$ cat config.mk
export PLATFORM = sky130hd
export DESIGN_NAME = instr_sequencer
export DESIGN_NICKNAME = d
export VERILOG_FILES = /design/src/rtl/instr_sequencer.sv
export SDC_FILE = /design/constraint.sdc
export NUM_CORES = 1
export LEC_CHECK = 0
export CAP_MARGIN = 25
export CELL_PAD_IN_SITES_DETAIL_PLACEMENT = 0
export CELL_PAD_IN_SITES_GLOBAL_PLACEMENT = 2
export CORE_ASPECT_RATIO = 0.6
export CORE_MARGIN = 8
export CORE_UTILIZATION = 27
export CTS_CLUSTER_DIAMETER = 40
export DETAILED_ROUTE_END_ITERATION = 12
export GPL_ROUTABILITY_DRIVEN = 0
export PLACE_DENSITY = 0.78
export SYNTH_ARGS = -nofsm -noshare
export SYNTH_HDL_FRONTEND = slang
export SYNTH_SLANG_ARGS = --single-unit
$ cat constraint.sdc
create_clock -name clk -period 1.83 [get_ports clk]
set_clock_uncertainty 0.15 [all_clocks]
set_input_delay 0.366 -clock clk [delete_from_list [all_inputs] [get_ports clk]]
set_output_delay 0.366 -clock clk [all_outputs]
set_load 0.01 [all_outputs]
$ cat src/rtl/instr_sequencer.sv
// Multi-cycle fetch/decode/execute/memory/writeback sequencer around the combinational decoder.
// Drives the shared memory port, gates the active-low write strobes and counts retired instructions.
module instr_sequencer #(
    parameter int CNT_W       = 16,
    parameter int MEM_TIMEOUT = 15
) (
    input  logic             clk,
    input  logic             rst,
    input  logic             run,
    input  logic [1:0]       operation,
    input  logic             decRegWr,
    input  logic             decMemWr,
    input  logic             decSelPC,
    input  logic             memAck,
    output logic             memReq,
    output logic             memAddrSel,
    output logic             memWr,
    output logic             irWr,
    output logic             pcWr,
    output logic             pcSrc,
    output logic             regWr,
    output logic             busy,
    output logic             fault,
    output logic [CNT_W-1:0] instrCount,
    output logic [2:0]       state
);

    typedef enum logic [2:0] {
        S_IDLE   = 3'd0,
        S_FETCH  = 3'd1,
        S_DECODE = 3'd2,
        S_EXEC   = 3'd3,
        S_MEM    = 3'd4,
        S_WB     = 3'd5,
        S_FAULT  = 3'd7
    } state_t;

    localparam int WAIT_W = $clog2(MEM_TIMEOUT + 1);
    localparam logic [WAIT_W-1:0] WAIT_LAST = WAIT_W'(MEM_TIMEOUT - 1);

    state_t             state_r;
    state_t             nxt_s;
    logic [WAIT_W-1:0]  wait_cnt_r;
    logic [CNT_W-1:0]   count_r;
    logic               timeout_s;
    logic               memreq_r;
    logic               memaddrsel_r;
    logic               memwr_r;
    logic               pcwr_r;
    logic               pcsrc_r;
    logic               regwr_r;
    logic               busy_r;
    logic               fault_r;

    assign timeout_s = (wait_cnt_r == WAIT_LAST);

    // Next-state selection; an ack on the last tolerated cycle wins over the timeout.
    always_comb begin
        nxt_s = state_r;
        case (state_r)
            S_IDLE: begin
                if (run) begin
                    nxt_s = S_FETCH;
                end else begin
                    nxt_s = S_IDLE;
                end
            end
            S_FETCH: begin
                if (memAck) begin
                    nxt_s = S_DECODE;
                end else if (timeout_s) begin
                    nxt_s = S_FAULT;
                end else begin
                    nxt_s = S_FETCH;
                end
            end
            S_DECODE: nxt_s = S_EXEC;
            S_EXEC: begin
                if (operation == 2'b01) begin
                    nxt_s = S_MEM;
                end else begin
                    nxt_s = S_WB;
                end
            end
            S_MEM: begin
                if (memAck) begin
                    nxt_s = S_WB;
                end else if (timeout_s) begin
                    nxt_s = S_FAULT;
                end else begin
                    nxt_s = S_MEM;
                end
            end
            S_WB: begin
                if (run) begin
                    nxt_s = S_FETCH;
                end else begin
                    nxt_s = S_IDLE;
                end
            end
            S_FAULT: nxt_s = S_FAULT;
            default: nxt_s = S_FAULT;
        endcase
    end

    // State, wait counter, retire counter and Moore outputs decoded from the upcoming state.
    always_ff @(posedge clk or negedge rst) begin
        if (!rst) begin
            state_r      <= S_IDLE;
            wait_cnt_r   <= '0;
            count_r      <= '0;
            memreq_r     <= 1'b0;
            memaddrsel_r <= 1'b0;
            memwr_r      <= 1'b1;
            pcwr_r       <= 1'b0;
            pcsrc_r      <= 1'b0;
            regwr_r      <= 1'b1;
            busy_r       <= 1'b0;
            fault_r      <= 1'b0;
        end else begin
            state_r <= nxt_s;

            if (((nxt_s == S_FETCH) || (nxt_s == S_MEM)) && (nxt_s != state_r)) begin
                wait_cnt_r <= '0;
            end else if (((state_r == S_FETCH) || (state_r == S_MEM)) && (nxt_s == state_r)) begin
                wait_cnt_r <= wait_cnt_r + WAIT_W'(1);
            end else begin
                wait_cnt_r <= wait_cnt_r;
            end

            if (state_r == S_WB) begin
                count_r <= count_r + CNT_W'(1);
            end else begin
                count_r <= count_r;
            end

            memreq_r     <= (nxt_s == S_FETCH) || (nxt_s == S_MEM);
            memaddrsel_r <= (nxt_s == S_MEM);
            pcwr_r       <= (nxt_s == S_WB);
            busy_r       <= (nxt_s != S_IDLE) && (nxt_s != S_FAULT);
            fault_r      <= (nxt_s == S_FAULT);

            // The store strobe is captured on MEM entry and held until the ack.
            if (nxt_s == S_MEM) begin
                memwr_r <= (state_r == S_MEM) ? memwr_r : decMemWr;
            end else begin
                memwr_r <= 1'b1;
            end

            if (nxt_s == S_WB) begin
                regwr_r <= (operation == 2'b11) ? 1'b1 : decRegWr;
                pcsrc_r <= (operation == 2'b10) && decSelPC;
            end else begin
                regwr_r <= 1'b1;
                pcsrc_r <= 1'b0;
            end
        end
    end

    assign irWr       = (state_r == S_FETCH) && memAck;
    assign memReq     = memreq_r;
    assign memAddrSel = memaddrsel_r;
    assign memWr      = memwr_r;
    assign pcWr       = pcwr_r;
    assign pcSrc      = pcsrc_r;
    assign regWr      = regwr_r;
    assign busy       = busy_r;
    assign fault      = fault_r;
    assign instrCount = count_r;
    assign state      = state_r;

endmodule

==> impl_metrics.yaml <==
synth:
  synth_seq_cells: 31
  ys_types: 42
  yosysTopAreaCell: "dfrtp_1"
  synth.area.top_cells: "dfrtp_1 48%, xnor2_1 8.6%, dfstp_2 3.5%"
  syn_inst: 140
  avgSynthCellArea_um2: 10.8
  ys_warn_count: 0
  seq_area_frac_synth_pct: 51.2
  syn_nets: 152
  synthesis.area_mm2: 0.00152
  yosysTopAreaCellShare_pct: 47.8
  synthFlopType: "dfrtp_1"
  ys_async_sr_fraction_pct: 100
  synth-edff-count: 0
floorplan:
  die_height_um: 74.1
  core_area_mm2: 0.00549
  rows: 21
  die_area_mm2: 0.00836
  start_util_pct: 27.7
  die_x_um: 113
  ios: 37
power:
  p_sw_uw: 1130
  fin_total_pwr_uw: 3200
  power_switching_share_pct: 35.4
  ir_drop_mv: 0.434
  pwr-share-comb_pct: 47.0
  p_int_uw: 2070
  p_leak_uw: 0.000999
  p_per_area_mw_per_mm2: 1390
  clock_power_share_pct: 21.9
  pwr-share-seq_pct: 31.1
detailed_routing:
  route.detailed.drc: 0
  dr_total_vias: 1254
  firstDrtPassIters: 4
  dr.first_iter.drc_count: 48
  avgRoutedWirePerCell_um: 15.7
  routed_wl_mm: 4.26
  ant_nets: 0
  vias_per_cell: 4.61
timing:
  timing.final.crit_period_ns: 1.93
  grt_setup_unrepaired: "true"
  fin_tns_setup_ns: -0.320
  fin_ws_ns: -0.0990
  slew_headroom_pct: 70.3
  post-route-period-util_pct: 105
  setup_viol: 7
  drv_slew: 0
  fmax_mhz: 518
  timing_hold_violations_final: 0
  worst_pin_slew_ns: 0.443
global_routing:
  grt_pass1_vias: 1330
  overflow: 0
  grt_max_degree: 32
  grt_usage_pct: 10.4
  antenna_found_initial: 0
  grt_first_pass_wirelength_mm: 6.90
placement:
  dpl_worst_slack_ns: -0.408
  dp_hpwl_mm: 3.12
  port_buffers: 36
cts:
  cts.htree.levels: 2
  clock_sinks: 31
  clock_latency_ns: 0.28
  clockRootBuffer: "clkbuf_8"
  holdBufCountCts: 0
  clkTransAtPathRegs_ns: 0.07
  cts_tree: "yes"
  max-clock-path-buffers: 2
  cts_made_buffers: 5
run:
  cap_violations: 0
cells_and_area:
  layout-drive-gt1-share_pct: 27.6
  nFillCells: 510
  syn2layout_area_growth_pct: 51.8
  regArea_um2: 783
  multiInputGateArea_um2: 772
  antenna_cells: 0
  fin_nets: 214
setup_path:
  slowest_delay_ns: 0.40
  end_kind: "flip-flop"
  crit_path_max_fanout: 8
  crit_path_top_delay_cell: "dfrtp_1"
  arrival_ns: 1.97
  critPathKind: "reg2reg"
  crit_path_start_kind: "flip-flop"
  worstPathCellList: "buf_6 > or3_4 > a221o_1 > and2_4 > a221oi_2"
  worstPathRequired_ns: 1.87
outcome:
  violations: "setup timing"
  status: "finished with violations"
worst_hold_path:
  hold_class: "in2async"
kinds of logic after synthesis:
group / Yosys count / share of synthesized area (%)
and+or+nand+nor: 62 / 22.7
DFF: 31 / 51.2
xor gates and xnor gates: 18 / 10.4
AOI/OAI and AO/OA: 16 / 8.16
buffers and inverters: 7 / 3.05
muxes: 3 / 1.98
adders and majority gates: 3 / 2.47
metrics by stage:
| step | hold WS, ns | cell area [um^2] | utilization (%) | instances |
|---|---|---|---|---|
| after global routing | 0.368 | 2310 | 42.0 | 272 |
| after global placement | 0.309 | 2080 | 37.8 | 260 |
| after CTS | 0.334 | 2220 | 40.4 | 268 |
| after detailed placement | 0.325 | 2080 | 37.8 | 260 |
| final | 0.333 | 2310 | 42.0 | 272 |
| after floorplan | -0.0796 | 1520 | - | 140 |
cell usage after synthesis, drive strengths merged (2+ instances only):
cell type and instances:
nor4b 2, xnor2 15, and3 2, ha 3, nand4b 2, nor2 9, o21ai 3, xor2 3
nor3b 4, nor2b 5, nand3b 2, a21oi 2, nand3 6, dfstp 2, buf 4, inv 2
nor3 2, nand2 14, a2bb2oi 2, and2 2, nor4 2, nand4 3, mux2i 3, nand2b 3
dfrtp 29
metal layers:
| layer | GRT usage (%) | wire (um) |
|---|---|---|
| met1 | 13.7 | 2120 |
| met2 | 16.1 | 1840 |
| met3 | 3.73 | 255 |
| met4 | 2.67 | 41 |
| met5 | 0 | 0 |
registers in the layout, indices dropped and copies added, names as in the netlist:
register	flops
pcWr	1
regWr	1
wait_cnt_r	4
busy	1
memAddrSel	1
fault	1
state	3
memReq	1
instrCount	16
memWr	1
pcSrc	1
final timing paths:
check	cells after the start	from	endpoint	slack, ns
max	5	state[2]$_DFF_PN0_	wait_cnt_r[0]$_DFFE_PN0P_	-0.1
min	2	rst	instrCount[3]$_DFFE_PN0N_	0.33
max reg2reg	5	state[2]$_DFF_PN0_	wait_cnt_r[0]$_DFFE_PN0P_	-0.1
min reg2reg	1	instrCount[15]$_DFFE_PN0N_	instrCount[15]$_DFFE_PN0N_	0.34
max in group asynchronous	2	rst	memWr$_DFFE_PN1P_	0.86
min in group clk	1	instrCount[15]$_DFFE_PN0N_	instrCount[15]$_DFFE_PN0N_	0.34
power by group through the flow:
stage	registers [uW]	logic, uW	clock network [uW]
5_1_grt	1020	1650	755
3_3_place_gp	987	1380	0
6_report	993	1500	700
2_1_floorplan	1050	727	0
4_1_cts	987	1450	719
3_5_place_dp	993	1410	0
area by class of cell:
class / count / share of cell area [%]
multi-input combinational: 102 / 33.5
inverter: 2 / 0.326
timing repair buffer: 60 / 23.4
tap: 69 / 3.74
clock buffer: 6 / 3.58
clock inverter: 2 / 1.52
sequential: 31 / 34.0
worst max-delay path, delay by kind of cell, from the launching register on:
| kind | cells | cell delay [ns] |
|---|---|---|
| compound gates | 2 | 0.58 |
| simple gates | 2 | 0.57 |
| flops | 1 | 0.40 |
| buf+inv | 1 | 0.12 |
timing repair:
action	CTS	global route
resized for setup	16	16
cloned	0	0
pin swaps	1	2
endpoints found under the setup margin	14	22
setup buffers	0	4
cells in the final DEF, fill, tap and decap left out, types with 3 or more instances in the layout:
cell	netlist	layout
buf_4	1	22
clkbuf_8	0	6
clkdlybuf4s50_1	0	29
dfrtp_1	29	25
dfrtp_2	0	4
dlygate4sd2_1	0	5
ha_1	3	3
mux2i_1	3	3
nand2_1	14	14
nand2b_1	3	3
nand3_1	6	6
nand4_1	3	3
nor2_1	9	9
nor2b_1	5	3
xnor2_1	15	14
xor2_1	3	3
Note: power is estimated with default switching activity, not from simulation.
